File: src/rtl/result_wb_arbiter_if.sv
// Writeback arbiter bus: per-unit result uops and branch bus in, per-unit stall and
// the merged writeback uop out. The master side is the functional-unit cluster.
interface result_wb_arbiter_if #(
   parameter int NUM_PORTS = 3,
   parameter int UOP_W     = 92
);
   logic [51:0]                IN_branch;
   logic [NUM_PORTS*UOP_W-1:0] IN_uop;
   logic [NUM_PORTS-1:0]       OUT_wbStall;
   logic [UOP_W-1:0]           OUT_uop;
   logic [15:0]                OUT_stallCnt;

   modport master (
      output IN_branch,
      output IN_uop,
      input  OUT_wbStall,
      input  OUT_uop,
      input  OUT_stallCnt
   );

   modport slave (
      input  IN_branch,
      input  IN_uop,
      output OUT_wbStall,
      output OUT_uop,
      output OUT_stallCnt
   );
endinterface

File: src/rtl/result_wb_arbiter.sv
// Merges result uops from several functional units onto one registered writeback bus,
// with one holding buffer per unit, round-robin grant and branch-squash filtering.
module result_wb_arbiter #(
   parameter int NUM_PORTS = 3,
   parameter int UOP_W     = 92
) (
   input  logic               clk,
   input  logic               rst,
   result_wb_arbiter_if.slave wb
);
   localparam int PTR_W      = (NUM_PORTS > 1) ? $clog2(NUM_PORTS) : 1;
   localparam int SQN_LSB    = 43;
   localparam int SQN_W      = 6;
   localparam int BR_FLUSH   = 51;
   localparam int BR_SQN_LSB = 13;

   typedef logic [PTR_W-1:0] ptr_t;
   typedef logic [PTR_W:0]   ptr_ext_t;
   typedef logic [UOP_W-1:0] uop_t;

   localparam ptr_ext_t NUM_PORTS_EXT = ptr_ext_t'(NUM_PORTS);

   // A uop is younger than the branch when its sqN lies strictly ahead in 6-bit wrap order.
   function automatic logic is_killed(input logic flush, input logic [SQN_W-1:0] br_sqn,
                                      input logic [SQN_W-1:0] sqn);
      logic [SQN_W-1:0] diff;
      diff = sqn - br_sqn;
      return flush && ($signed(diff) > $signed(6'd0));
   endfunction

   uop_t                 hold_q [NUM_PORTS];
   uop_t                 hold_d [NUM_PORTS];
   logic [NUM_PORTS-1:0] bv_q;
   logic [NUM_PORTS-1:0] bv_d;
   ptr_t                 rr_q;
   ptr_t                 rr_d;
   uop_t                 out_uop_q;
   uop_t                 out_uop_d;
   logic [15:0]          stall_cnt_q;
   logic [15:0]          stall_cnt_d;

   uop_t                 in_uop [NUM_PORTS];
   logic [NUM_PORTS-1:0] in_killed;
   logic [NUM_PORTS-1:0] hold_killed;
   logic [NUM_PORTS-1:0] eligible;
   logic [NUM_PORTS-1:0] grant;
   logic [NUM_PORTS-1:0] stall;
   logic [NUM_PORTS-1:0] accept;
   logic                 grant_any;
   ptr_t                 grant_idx;

   logic                 br_flush;
   logic [SQN_W-1:0]     br_sqn;
   logic                 unused_branch_bits;

   assign br_flush           = wb.IN_branch[BR_FLUSH];
   assign br_sqn             = wb.IN_branch[BR_SQN_LSB +: SQN_W];
   assign unused_branch_bits = ^{wb.IN_branch[50:19], wb.IN_branch[12:0]};

   generate
      for (genvar gi = 0; gi < NUM_PORTS; gi++) begin : g_port
         assign in_uop[gi]      = wb.IN_uop[gi*UOP_W +: UOP_W];
         assign in_killed[gi]   = is_killed(br_flush, br_sqn, in_uop[gi][SQN_LSB +: SQN_W]);
         assign hold_killed[gi] = is_killed(br_flush, br_sqn, hold_q[gi][SQN_LSB +: SQN_W]);
         assign eligible[gi]    = bv_q[gi] && !hold_killed[gi];
         // Stall depends only on registered buffer state, never on the incoming uop.
         assign stall[gi]       = bv_q[gi] && !grant[gi];
         assign accept[gi]      = in_uop[gi][0] && !stall[gi] && !in_killed[gi];
      end
   endgenerate

   // Round-robin search starting at rr_q; first eligible buffer wins.
   always_comb begin
      ptr_ext_t idx;
      idx       = '0;
      grant     = '0;
      grant_any = 1'b0;
      grant_idx = '0;
      for (int k = 0; k < NUM_PORTS; k++) begin
         idx = {1'b0, rr_q} + ptr_ext_t'(k);
         if (idx >= NUM_PORTS_EXT) begin
            idx = idx - NUM_PORTS_EXT;
         end
         if (!grant_any && eligible[idx[PTR_W-1:0]]) begin
            grant_any = 1'b1;
            grant_idx = idx[PTR_W-1:0];
         end
      end
      if (grant_any) begin
         grant[grant_idx] = 1'b1;
      end
   end

   always_comb begin
      ptr_ext_t rr_next;
      rr_next     = {1'b0, grant_idx} + ptr_ext_t'(1);
      bv_d        = bv_q;
      hold_d      = hold_q;
      rr_d        = rr_q;
      out_uop_d   = out_uop_q;
      stall_cnt_d = stall_cnt_q;

      // A fresh capture wins over a drain of the same buffer.
      for (int p = 0; p < NUM_PORTS; p++) begin
         if (accept[p]) begin
            bv_d[p]   = 1'b1;
            hold_d[p] = in_uop[p];
         end else if (grant[p] || hold_killed[p]) begin
            bv_d[p] = 1'b0;
         end
      end

      out_uop_d[0] = 1'b0;
      if (grant_any) begin
         out_uop_d    = hold_q[grant_idx];
         out_uop_d[0] = 1'b1;
         if (rr_next >= NUM_PORTS_EXT) begin
            rr_d = '0;
         end else begin
            rr_d = rr_next[PTR_W-1:0];
         end
      end

      if ((|stall) && (stall_cnt_q != 16'hFFFF)) begin
         stall_cnt_d = stall_cnt_q + 16'd1;
      end
   end

   always_ff @(posedge clk or posedge rst) begin
      if (rst) begin
         bv_q        <= '0;
         rr_q        <= '0;
         out_uop_q   <= '0;
         stall_cnt_q <= '0;
         for (int p = 0; p < NUM_PORTS; p++) begin
            hold_q[p] <= '0;
         end
      end else begin
         bv_q        <= bv_d;
         rr_q        <= rr_d;
         out_uop_q   <= out_uop_d;
         stall_cnt_q <= stall_cnt_d;
         for (int p = 0; p < NUM_PORTS; p++) begin
            hold_q[p] <= hold_d[p];
         end
      end
   end

   assign wb.OUT_wbStall  = stall;
   assign wb.OUT_uop      = out_uop_q;
   assign wb.OUT_stallCnt = stall_cnt_q;
endmodule

File: src/flat_wrapper.sv
// flat-port wrapper written by rule: the top's interface ports become plain ports
module result_wb_arbiter_flat 
#(
   parameter int NUM_PORTS = 3,
   parameter int UOP_W     = 92
)
  (clk, rst, wb_IN_branch, wb_IN_uop, wb_OUT_wbStall, wb_OUT_uop, wb_OUT_stallCnt);
  result_wb_arbiter_if #(.NUM_PORTS(NUM_PORTS), .UOP_W(UOP_W)) wb_i ();
  input  logic clk;
  input  logic rst;
  input wire logic [$bits(wb_i.IN_branch)-1:0] wb_IN_branch;
  input wire logic [$bits(wb_i.IN_uop)-1:0] wb_IN_uop;
  output wire logic [$bits(wb_i.OUT_wbStall)-1:0] wb_OUT_wbStall;
  output wire logic [$bits(wb_i.OUT_uop)-1:0] wb_OUT_uop;
  output wire logic [$bits(wb_i.OUT_stallCnt)-1:0] wb_OUT_stallCnt;
  assign wb_i.IN_branch = wb_IN_branch;
  assign wb_i.IN_uop = wb_IN_uop;
  assign wb_OUT_wbStall = wb_i.OUT_wbStall;
  assign wb_OUT_uop = wb_i.OUT_uop;
  assign wb_OUT_stallCnt = wb_i.OUT_stallCnt;
  result_wb_arbiter #(.NUM_PORTS(NUM_PORTS), .UOP_W(UOP_W)) u_core (.clk(clk), .rst(rst), .wb(wb_i));
endmodule
File: config.mk
export PLATFORM = sky130hd
export DESIGN_NAME = result_wb_arbiter_flat
export DESIGN_NICKNAME = d
export VERILOG_FILES = /design/src/rtl/result_wb_arbiter_if.sv /design/src/rtl/result_wb_arbiter.sv /design/src/flat_wrapper.sv
export SDC_FILE = /design/constraint.sdc
export NUM_CORES = 1
export LEC_CHECK = 0
export CAP_MARGIN = 20
export CELL_PAD_IN_SITES_DETAIL_PLACEMENT = 1
export CELL_PAD_IN_SITES_GLOBAL_PLACEMENT = 2
export CORE_MARGIN = 2
export CORE_UTILIZATION = 35
export DETAILED_ROUTE_END_ITERATION = 10
export GPL_ROUTABILITY_DRIVEN = 0
export GPL_TIMING_DRIVEN = 0
export PLACE_DENSITY = 0.88
export SYNTH_ARGS = -nofsm -noshare
export SYNTH_HDL_FRONTEND = slang
export SYNTH_SLANG_ARGS = --single-unit
File: constraint.sdc
create_clock -name clk -period 24.7 [get_ports clk]
set_clock_uncertainty 0.05 [all_clocks]
set_input_delay 3.705 -clock clk [delete_from_list [all_inputs] [get_ports clk]]
set_output_delay 3.705 -clock clk [all_outputs]
set_load 0.03 [all_outputs]
* Word-level counts from Yosys, hierarchy flattened
Cells that the tools add are included.
** Storage, ports and cells
- Register bits after elaboration :: 389
- Bits of input ports :: 330
- Output and inout port bits :: 111
** Cells by class
- Add/sub/neg operators :: 13
- $lt $le $gt $ge :: 16
- Equality and inequality tests :: 1
- Multiplexer cells :: 29
- Bitwise operators :: 1
- Reductions and logical operators :: 43
** Operators by type and width (number)
- 92-bit binary-select mux with 2-bit select :: 1
- 92-bit two-way mux :: 2
- 6-bit by 1-bit greater-than comparator with 1-bit output (second input constant) :: 6
- 6-bit subtractor :: 6
- 1-bit logical AND :: 22
- 16-bit by 1-bit adder with 16-bit output (second input constant) :: 1
- 16-bit inequality test (second input constant) :: 1
- 1-bit logical NOT :: 14
- 1-bit two-way mux :: 14
- 2-bit two-way mux :: 7
- 2-bit by 3-bit less-than comparator with 1-bit output (second input constant) :: 4
- 3-bit by 2-bit >= comparator with 1-bit output (second input constant) :: 3
- 2-bit by 1-bit adder with 3-bit output (second input constant) :: 2
- 1-bit binary-select mux with 2-bit select :: 3
- 2-bit nonzero test :: 3
- 2-bit subtractor (second input constant) :: 3
- 2-bit by 2-bit adder with 3-bit output (second input constant) :: 1
- 3-bit >= comparator (second input constant) :: 1
- 1-bit logical OR :: 3
- 3-bit two-way mux :: 1
- 2-bit NOT with 3-bit output :: 1
- 3-bit OR reduction :: 1
- 1-bit demux with 2-bit select :: 1
- 2-bit by 1-bit >= comparator with 1-bit output (second input constant) :: 1
- 2-bit >= comparator (second input constant) :: 1

* Logic depth before layout (Yosys ltp)
Gate-level depths: netlist of the first run.
- Word-level depth :: 25
- Depth in mapped cells :: 16
- Mapped depth without buffers :: 13

* Worst setup path before layout of the first run
Ideal clock, no wire load.
- Kind :: input to output
- From :: input wb_IN_branch[14]
- To :: output wb_OUT_wbStall[2]
- Arrival :: 5889 ps
- Setup slack :: 15056 ps
- Stages :: 10
- Path through :: inv_1 -> fa_1 -> nand2b_1 -> nor3b_1 -> mux2i_1 -> o2111ai_1 -> a221oi_1 -> o311a_1 -> buf_2 -> nor2_4
** Between the ends
- Cells in the longest elaborated chain, start to end :: 21
- Elaborated cells on any way between the ends :: 39
- Classes of those cells :: 3 x add/sub; 5 x order compare; 15 x mux; 16 x reduce/logical
** RTL lines
- start, declared :: RTL line flat_wrapper.sv:11 : input wire logic [$bits(wb_i.IN_branch)-1:0] wb_IN_branch;
- 6-bit subtractor :: RTL line result_wb_arbiter.sv:27 : diff = sqn - br_sqn;
- 6-bit by 1-bit greater-than comparator with 1-bit output :: RTL line result_wb_arbiter.sv:28 : return flush && ($signed(diff) > $signed(6'd0));
- 1-bit logical AND :: RTL line result_wb_arbiter.sv:28
- 1-bit logical NOT :: RTL line result_wb_arbiter.sv:65 : assign eligible[gi] = bv_q[gi] && !hold_killed[gi];
- 1-bit logical AND :: RTL line result_wb_arbiter.sv:65
- 1-bit binary-select mux with 2-bit select :: RTL line result_wb_arbiter.sv:84 : if (!grant_any && eligible[idx[PTR_W-1:0]]) begin
- 1-bit two-way mux (implied by the code) :: RTL line result_wb_arbiter.sv:84
- 1-bit two-way mux :: RTL line result_wb_arbiter.sv:84
- (+5 left out)
- 2-bit two-way mux :: RTL line result_wb_arbiter.sv:84
- 2-bit by 3-bit less-than comparator with 1-bit output (implied by the code) or 2-bit by 1-bit >= comparator with 1-bit output (tied branches) :: RTL line result_wb_arbiter.sv:90 : grant[grant_idx] = 1'b1;
- 1-bit logical AND (implied by the code) :: RTL line result_wb_arbiter.sv:90
- 1-bit two-way mux (implied by the code) :: RTL line result_wb_arbiter.sv:90
- 1-bit demux with 2-bit select
- 3-bit two-way mux (*) :: RTL line result_wb_arbiter.sv:89 : if (grant_any) begin
- 1-bit logical NOT (*) :: RTL line result_wb_arbiter.sv:67 : assign stall[gi] = bv_q[gi] && !grant[gi];
- 1-bit logical AND (*) :: RTL line result_wb_arbiter.sv:67
- end, declared :: RTL line flat_wrapper.sv:13 : output wire logic [$bits(wb_i.OUT_wbStall)-1:0] wb_OUT_wbStall;
Every way passes the cells marked *; elsewhere a longest branch is shown, timed or not. The select of a mux whose other input is x is not followed.

* Final worst setup path of the first run
Same ends and word-level chain as after synthesis.

==> impl_metrics.csv, run 1 <==
group,metric,value,unit
placed_design,dp_hpwl,41500,um
critical_path,slowest_stage,"clkdlybuf4s50_1",
yosys,ys_warn_count,0,
floorplanning,start_util,35.5,%
floorplanning,die_w,224,um
sta,hold_viol,0,
yosys,synth-edff-count,0,
clock_tree,cts-resized-gates,0,
yosys,yosysTopAreaCell,"dfrtp_1",
clock_tree,postCtsSetupRepairBufs,0,
power_and_ir_drop,p_total,3.57,mW
power_and_ir_drop,power_leakage,9.88,nW
yosys,yosysMostFrequentCell,"dfrtp_1",
critical_path,critPathArrivalTime,7.77,ns
hold_path,min-delay-path-class,"flip-flop to flip-flop",
critical_path,worstSetupPathType,"input pin to primary output",
cells_and_area,final_nets,2142,
yosys,synth_ff_type,"dfrtp_1",
placed_design,port_buffers,393,
yosys,synthArstFlopShare,100,%
floorplanning,io_pins,441,
routing,wl,57600,um
global_route,grt_pass1_vias,14492,
routing,wl_per_cell,23.8,um
sta,setup_tns,0,ns
cells_and_area,fillerInstances,4958,
job,maxCapViolCount,0,
global_route,grt_overflow,0,
yosys,synth.area.top_cells,"dfrtp_1 (57%), mux2_2 (17%), a222oi_1 (3.8%)",
clock_tree,hold_buffers,0,
critical_path,cp-end-kind,"primary output",
critical_path,crit_chain,"clkdlybuf4s50_1 -> inv_1 -> fa_1 -> nand2b_1 -> nor3b_1 -> mux2i_1 -> o2111ai_1 -> a221oi_1 -> o311a_1 -> buf_2 -> nor2_4 -> clkdlybuf4s50_1",
routing,vias_per_cell,5.32,
critical_path,crit_family,"buffers and inverters",
routing,drt_iter0_markers,614,
clock_tree,clk_latency,0.57,ns
cells_and_area,regArea,9660,um^2
yosys,synth-seq-cells,386,
sta,setup_slack,13.17,ns
sta,tightest_slew,0.993,ns
clock_tree,cts_tree,"yes",
critical_path,crit_fanout,10,
sta,setup_viol,0,
critical_path,required,20.94,ns
clock_tree,cts_sinks,386,
global_route,grt_pass1_wl,87200,um
floorplanning,rows,80,
floorplanning,die_area,50200,um^2
global_route,antenna_found_initial,10,
sta,fmax,86.8,MHz
floorplanning,dieHeight,224,um
yosys,yosysSeqAreaShare,57.0,%
sta,maxSlewHeadroom,33.8,%
cells_and_area,drive_gt1_share,20.7,%
yosys,syn_inst,1331,
routing,drtPass1Iterations,6,
sta,rsz0062_at_grt,"no",
placed_design,dp_slack,13.16,ns
yosys,syn-cell-area,17000,um^2
global_route,global_route.usage.total,23.0,%
sta,drv_slew,0,
global_route,grt_max_degree,127,
clock_tree,root_buffer,"clkbuf_16",
outcome,outcome,"complete, no violations",
cells_and_area,multiInputGateArea,6740,um^2
critical_path,path_buf_inv,4,
routing,ant_nets,0,
yosys,yosys.cell_types.count,57,
cells_and_area,postLayoutCoreUtil,48.6,%
power_and_ir_drop,power_density,154,nW/um^2
sta,fin_crit_sh,46.7,%
critical_path,crit_top_cell,"clkdlybuf4s50_1",
critical_path,slowest_delay,0.80,ns
clock_tree,clock_path_buffers,3,
yosys,yosys.area.top_type_share,57.0,%
yosys,yosys-top-cells-count,"dfrtp_1 (386), mux2_2 (254), nand2_1 (164), a222oi_1 (64), o21ai_0 (49)",
yosys,synth_area_per_cell,12.7,um^2
sta,fin_hold_ws,0.422,ns
clock_tree,numCtsBuffers,44,
clock_tree,clk_pin_slew,0.06,ns
cells_and_area,area_delta_synth_final,37.0,%
yosys,synth_nets,1700,
critical_path,worstSetupStartpointType,"input pin",
clock_tree,h-tree-depth,2,
floorplanning,core_area,47700,um^2
routing,drc,0,
sta,post-route-min-period,11.53,ns
routing,vias,12887,
power_and_ir_drop,ir_drop,78.3,uV
[sequential cells by signal, indices dropped and copies added, names as in the netlist]
register and flops:
u_core.hold_q 273, u_core.bv_q 3, u_core.wb.OUT_uop 92, u_core.rr_q 2
u_core.wb.OUT_stallCnt 16
[path summary, 6_finish.rpt]
path                                          from               endpoint  slack (ns)  depth (start not counted)
worst max-delay path              wb_IN_branch[14]      wb_OUT_wbStall[2]       13.17                         12
worst max register to register  u_core.hold_q[227]  u_core.wb.OUT_uop[47]       20.13                         15
min in group asynchronous                      rst  u_core.wb.OUT_uop[52]        3.57                          2
worst min register to register   u_core.hold_q[32]  u_core.wb.OUT_uop[32]        0.42                          2
worst min-delay path             u_core.hold_q[32]  u_core.wb.OUT_uop[32]        0.42                          2
max in group asynchronous                      rst     u_core.hold_q[107]       19.59                          4
[cell type report]
class | count | area share (%)
sequential | 386 | 41.6
inverter | 41 | 0.695
timing repair buffer | 396 | 17.3
tap | 615 | 3.31
antenna | 7 | 0.0754
multi-input combinational | 826 | 29.0
clock buffer | 56 | 5.28
buffer | 78 | 1.73
clock inverter | 18 | 0.997
[power breakdown]
| part | switching [mW] | internal [mW] | total [mW] |
|---|---|---|---|
| registers | 0.191 | 0.967 | 1.16 |
| logic | 1.01 | 0.732 | 1.74 |
| clock network | 0.271 | 0.402 | 0.673 |
[per-layer routing]
layer | vias up | GRT usage, % | wire length (um)
met5 | - | 0 | 41
met4 | 6 | 9.89 | 2230
met3 | 115 | 5.50 | 3680
met2 | 399 | 39.4 | 28600
met1 | 6642 | 27.6 | 23100
li1 | 5725 | - | -
[worst min-delay path: stages, from the launching register on]
cell and delay, ns:
dfrtp_1 0.34, nand2_1 0.05, nand2_1 0.05
[kinds of logic after synthesis]
group           count (synthesis)  synth area share (%)
flops                         386                  57.0
buf+inv                       119                  3.28
xor+xnor                       35                  1.81
mux                           270                  17.9
fa+ha+maj                      39                  3.14
simple gates                  247                  6.48
compound gates                235                  10.4
[metrics by stage]
stage	area (um^2)	std cells
2_1_floorplan	17000	1331
3_3_place_gp	21700	2339
3_5_place_dp	21700	2342
4_1_cts	23200	2416
5_1_grt	23200	2423
6_report	23200	2423
[cells in the final DEF (no fill, tap or decap), types with 9 or more instances in the layout]
master           synthesis  layout
inv_1                   41      40
clkbuf_1                33      38
a21oi_1                 46      46
nand2b_1                 9       9
nand3_1                 11      11
a22o_1                  22      22
nand4_1                  9       9
clkbuf_16                0      45
xnor2_1                 25      25
nor2_1                  18      18
ha_1                    33      33
clkdlybuf4s50_1          0     393
a21o_1                  10      10
dfrtp_1                386     386
a222oi_1                64      64
buf_2                   25      25
mux2_2                 254     254
mux2_1                  12      12
buf_6                   10      10
xor2_1                  10      10
buf_1                    9       9
nor3_1                  10      10
nand2_1                164     164
o21ai_0                 49      49
Note: power is estimated with default switching activity, not from simulation.
==> run 2: changes to the inputs <==
--- a/config.mk
+++ b/config.mk
@@ -9,11 +9,11 @@
 export CELL_PAD_IN_SITES_DETAIL_PLACEMENT = 1
 export CELL_PAD_IN_SITES_GLOBAL_PLACEMENT = 2
 export CORE_MARGIN = 2
-export CORE_UTILIZATION = 35
+export CORE_UTILIZATION = 32
 export DETAILED_ROUTE_END_ITERATION = 10
 export GPL_ROUTABILITY_DRIVEN = 0
 export GPL_TIMING_DRIVEN = 0
-export PLACE_DENSITY = 0.88
+export PLACE_DENSITY = 0.82
 export SYNTH_ARGS = -nofsm -noshare
 export SYNTH_HDL_FRONTEND = slang
 export SYNTH_SLANG_ARGS = --single-unit
==> constraint.sdc (replaced) <==
create_clock -name clk -period 11.45 [get_ports clk]
set_clock_uncertainty 0.05 [all_clocks]
set_input_delay 1.7175 -clock clk [delete_from_list [all_inputs] [get_ports clk]]
set_output_delay 1.7175 -clock clk [all_outputs]
set_load 0.03 [all_outputs]
==> impl_metrics.csv, run 2 (synthesis gave the netlist of run 1 again) <==
group,metric,value,unit
placed_design,port_buffers,393,
clock_tree,clk_pin_slew,0.06,ns
sta,fin_hold_ws,0.420,ns
critical_path,worstSetupStartpointType,"input pin",
sta,fmax,133,MHz
clock_tree,postCtsSetupRepairBufs,0,
global_route,grt_max_degree,44,
sta,post-route-min-period,7.51,ns
floorplanning,dieHeight,234,um
routing,wl_per_cell,23.3,um
routing,wl_met2,29400,um
routing,drtPass1Iterations,8,
routing,dr.max_layer_used,"met5",
sta,drv_slew,0,
floorplanning,io_pins,441,
cells_and_area,final_common_cell,"clkdlybuf4s50_1",
global_route,grt_pass1_wl,87300,um
sta,hold_viol,0,
global_route,grt_pass1_vias,14295,
clock_tree,cts-resized-gates,0,
floorplanning,die_w,234,um
cells_and_area,largest_register,"u_core.hold_q",
global_route,grt_overflow,0,
cells_and_area,final_cell_mix,"clkdlybuf4s50_1 (393), dfrtp_1 (386), mux2_2 (254)",
routing,routed-wl-met3,3550,um
clock_tree,clock_path_buffers,3,
routing,vias_per_cell,5.09,
floorplanning,start_util,32.3,%
cells_and_area,fillerInstances,5494,
sta,maxSlewHeadroom,31.9,%
sta,tightest_slew,1.02,ns
clock_tree,hold_buffers,0,
critical_path,cp-end-kind,"primary output",
clock_tree,root_buffer,"clkbuf_16",
sta,rsz0062_at_grt,"no",
cells_and_area,largest_reg_flops,273,
clock_tree,cts_tree,"yes",
placed_design,dp_hpwl,42800,um
routing,drt_iter0_markers,777,
global_route,global_route.usage.total,21.3,%
global_route,antenna_found_initial,10,
routing,wl,58700,um
power_and_ir_drop,power_leakage,9.96,nW
clock_tree,numCtsBuffers,45,
hold_path,holdCritStartpoint,"u_core.hold_q[50]",
hold_path,min-delay-path-class,"flip-flop to flip-flop",
routing,vias,12789,
sta,setup_viol,0,
power_and_ir_drop,ir_drop,167,uV
cells_and_area,drive_gt1_share,21.1,%
cells_and_area,postLayoutCoreUtil,44.8,%
power_and_ir_drop,power_density,329,nW/um^2
critical_path,worstSetupPathType,"input pin to primary output",
outcome,outcome,"complete, no violations",
clock_tree,h-tree-depth,2,
critical_path,reg2reg_from,"u_core.hold_q[135]",
clock_tree,clk_latency,0.58,ns
clock_tree,cts_sinks,386,
floorplanning,core_area,52400,um^2
routing,drc,0,
routing,ant_nets,0,
floorplanning,die_area,54800,um^2
sta,fin_crit_sh,65.6,%
critical_path,critPathArrivalTime,5.74,ns
routing,wl_met1,23800,um
cells_and_area,area_delta_synth_final,38.5,%
floorplanning,rows,84,
job,maxCapViolCount,0,
sta,setup_tns,0,ns
critical_path,required,9.68,ns
critical_path,crit_path_start,"wb_IN_branch[14]",
cells_and_area,final_nets,2150,
critical_path,crit_fanout,10,
## run 2: cell types whose count changed in the layout (fill, tap and decap cells not counted), sizes merged
cell	previous run	this run
inv	42	41
bufinv	5	3
clkinv	10	12
diode	7	10
buf	48	55
clkbuf	89	98
## run 2: worst max-delay path, cell delays in order
cell and delay, ns:
clkdlybuf4s50_1 0.66, inv_1 0.35, fa_1 0.54, xor2_1 0.17
nor3b_1 0.22, mux2i_1 0.15, o21ai_0 0.29, o21ai_0 0.15
o311a_1 0.33, buf_2 0.22, nor2_4 0.17, clkdlybuf4s50_1 0.77
## run 2: path summary, 6_finish.rpt
check                                             end  slack (ns)  cells after the start
worst max-delay path                wb_OUT_wbStall[2]        3.94                     12
worst min-delay path            u_core.wb.OUT_uop[50]        0.42                      2
worst max register to register         u_core.rr_q[0]        6.96                     15
worst min register to register  u_core.wb.OUT_uop[50]        0.42                      2
max in group asynchronous           u_core.hold_q[12]        8.60                      6
min in group asynchronous          u_core.hold_q[226]        1.42                      2
## run 2: per-stage QoR
step / cell area, um^2 / power (mW) / std cells / setup slack [ns]
global placement: 21800 / 6.14 / 2412 / 1.71
floorplan: 17000 / 4.82 / 1331 / 4.49
CTS: 23500 / 7.82 / 2504 / 3.82
global route: 23500 / 8.23 / 2510 / 3.62
finish: 23500 / 7.72 / 2514 / 3.94
detailed placement: 22000 / 6.31 / 2422 / 3.86
## run 2: per-layer routing
layer	track usage, %	up-vias
met5	0	-
met4	8.11	6
met3	5.01	98
met2	36.6	354
met1	25.9	6589
li1	-	5742
## run 2: report_power, final
part	internal, mW	total [mW]	leakage, nW	switching [mW]
sequential	2.09	2.49	4.61	0.408
combinational	1.58	3.76	4.60	2.18
clock	0.865	1.47	0.744	0.602
total	4.53	7.72	9.96	3.19
## run 2: cell type report
class | instances | area (um^2) | share of cell area, %
flip-flops and latches | 386 | 9660 | 41.1
multi-input cells | 826 | 6740 | 28.7
repair buffers | 403 | 4130 | 17.6
clock buffers | 65 | 1310 | 5.58
well taps | 688 | 861 | 3.67
plain buffers | 78 | 403 | 1.72
clock inverters | 17 | 193 | 0.821
inverters | 41 | 158 | 0.671
diodes | 10 | 25.0 | 0.107
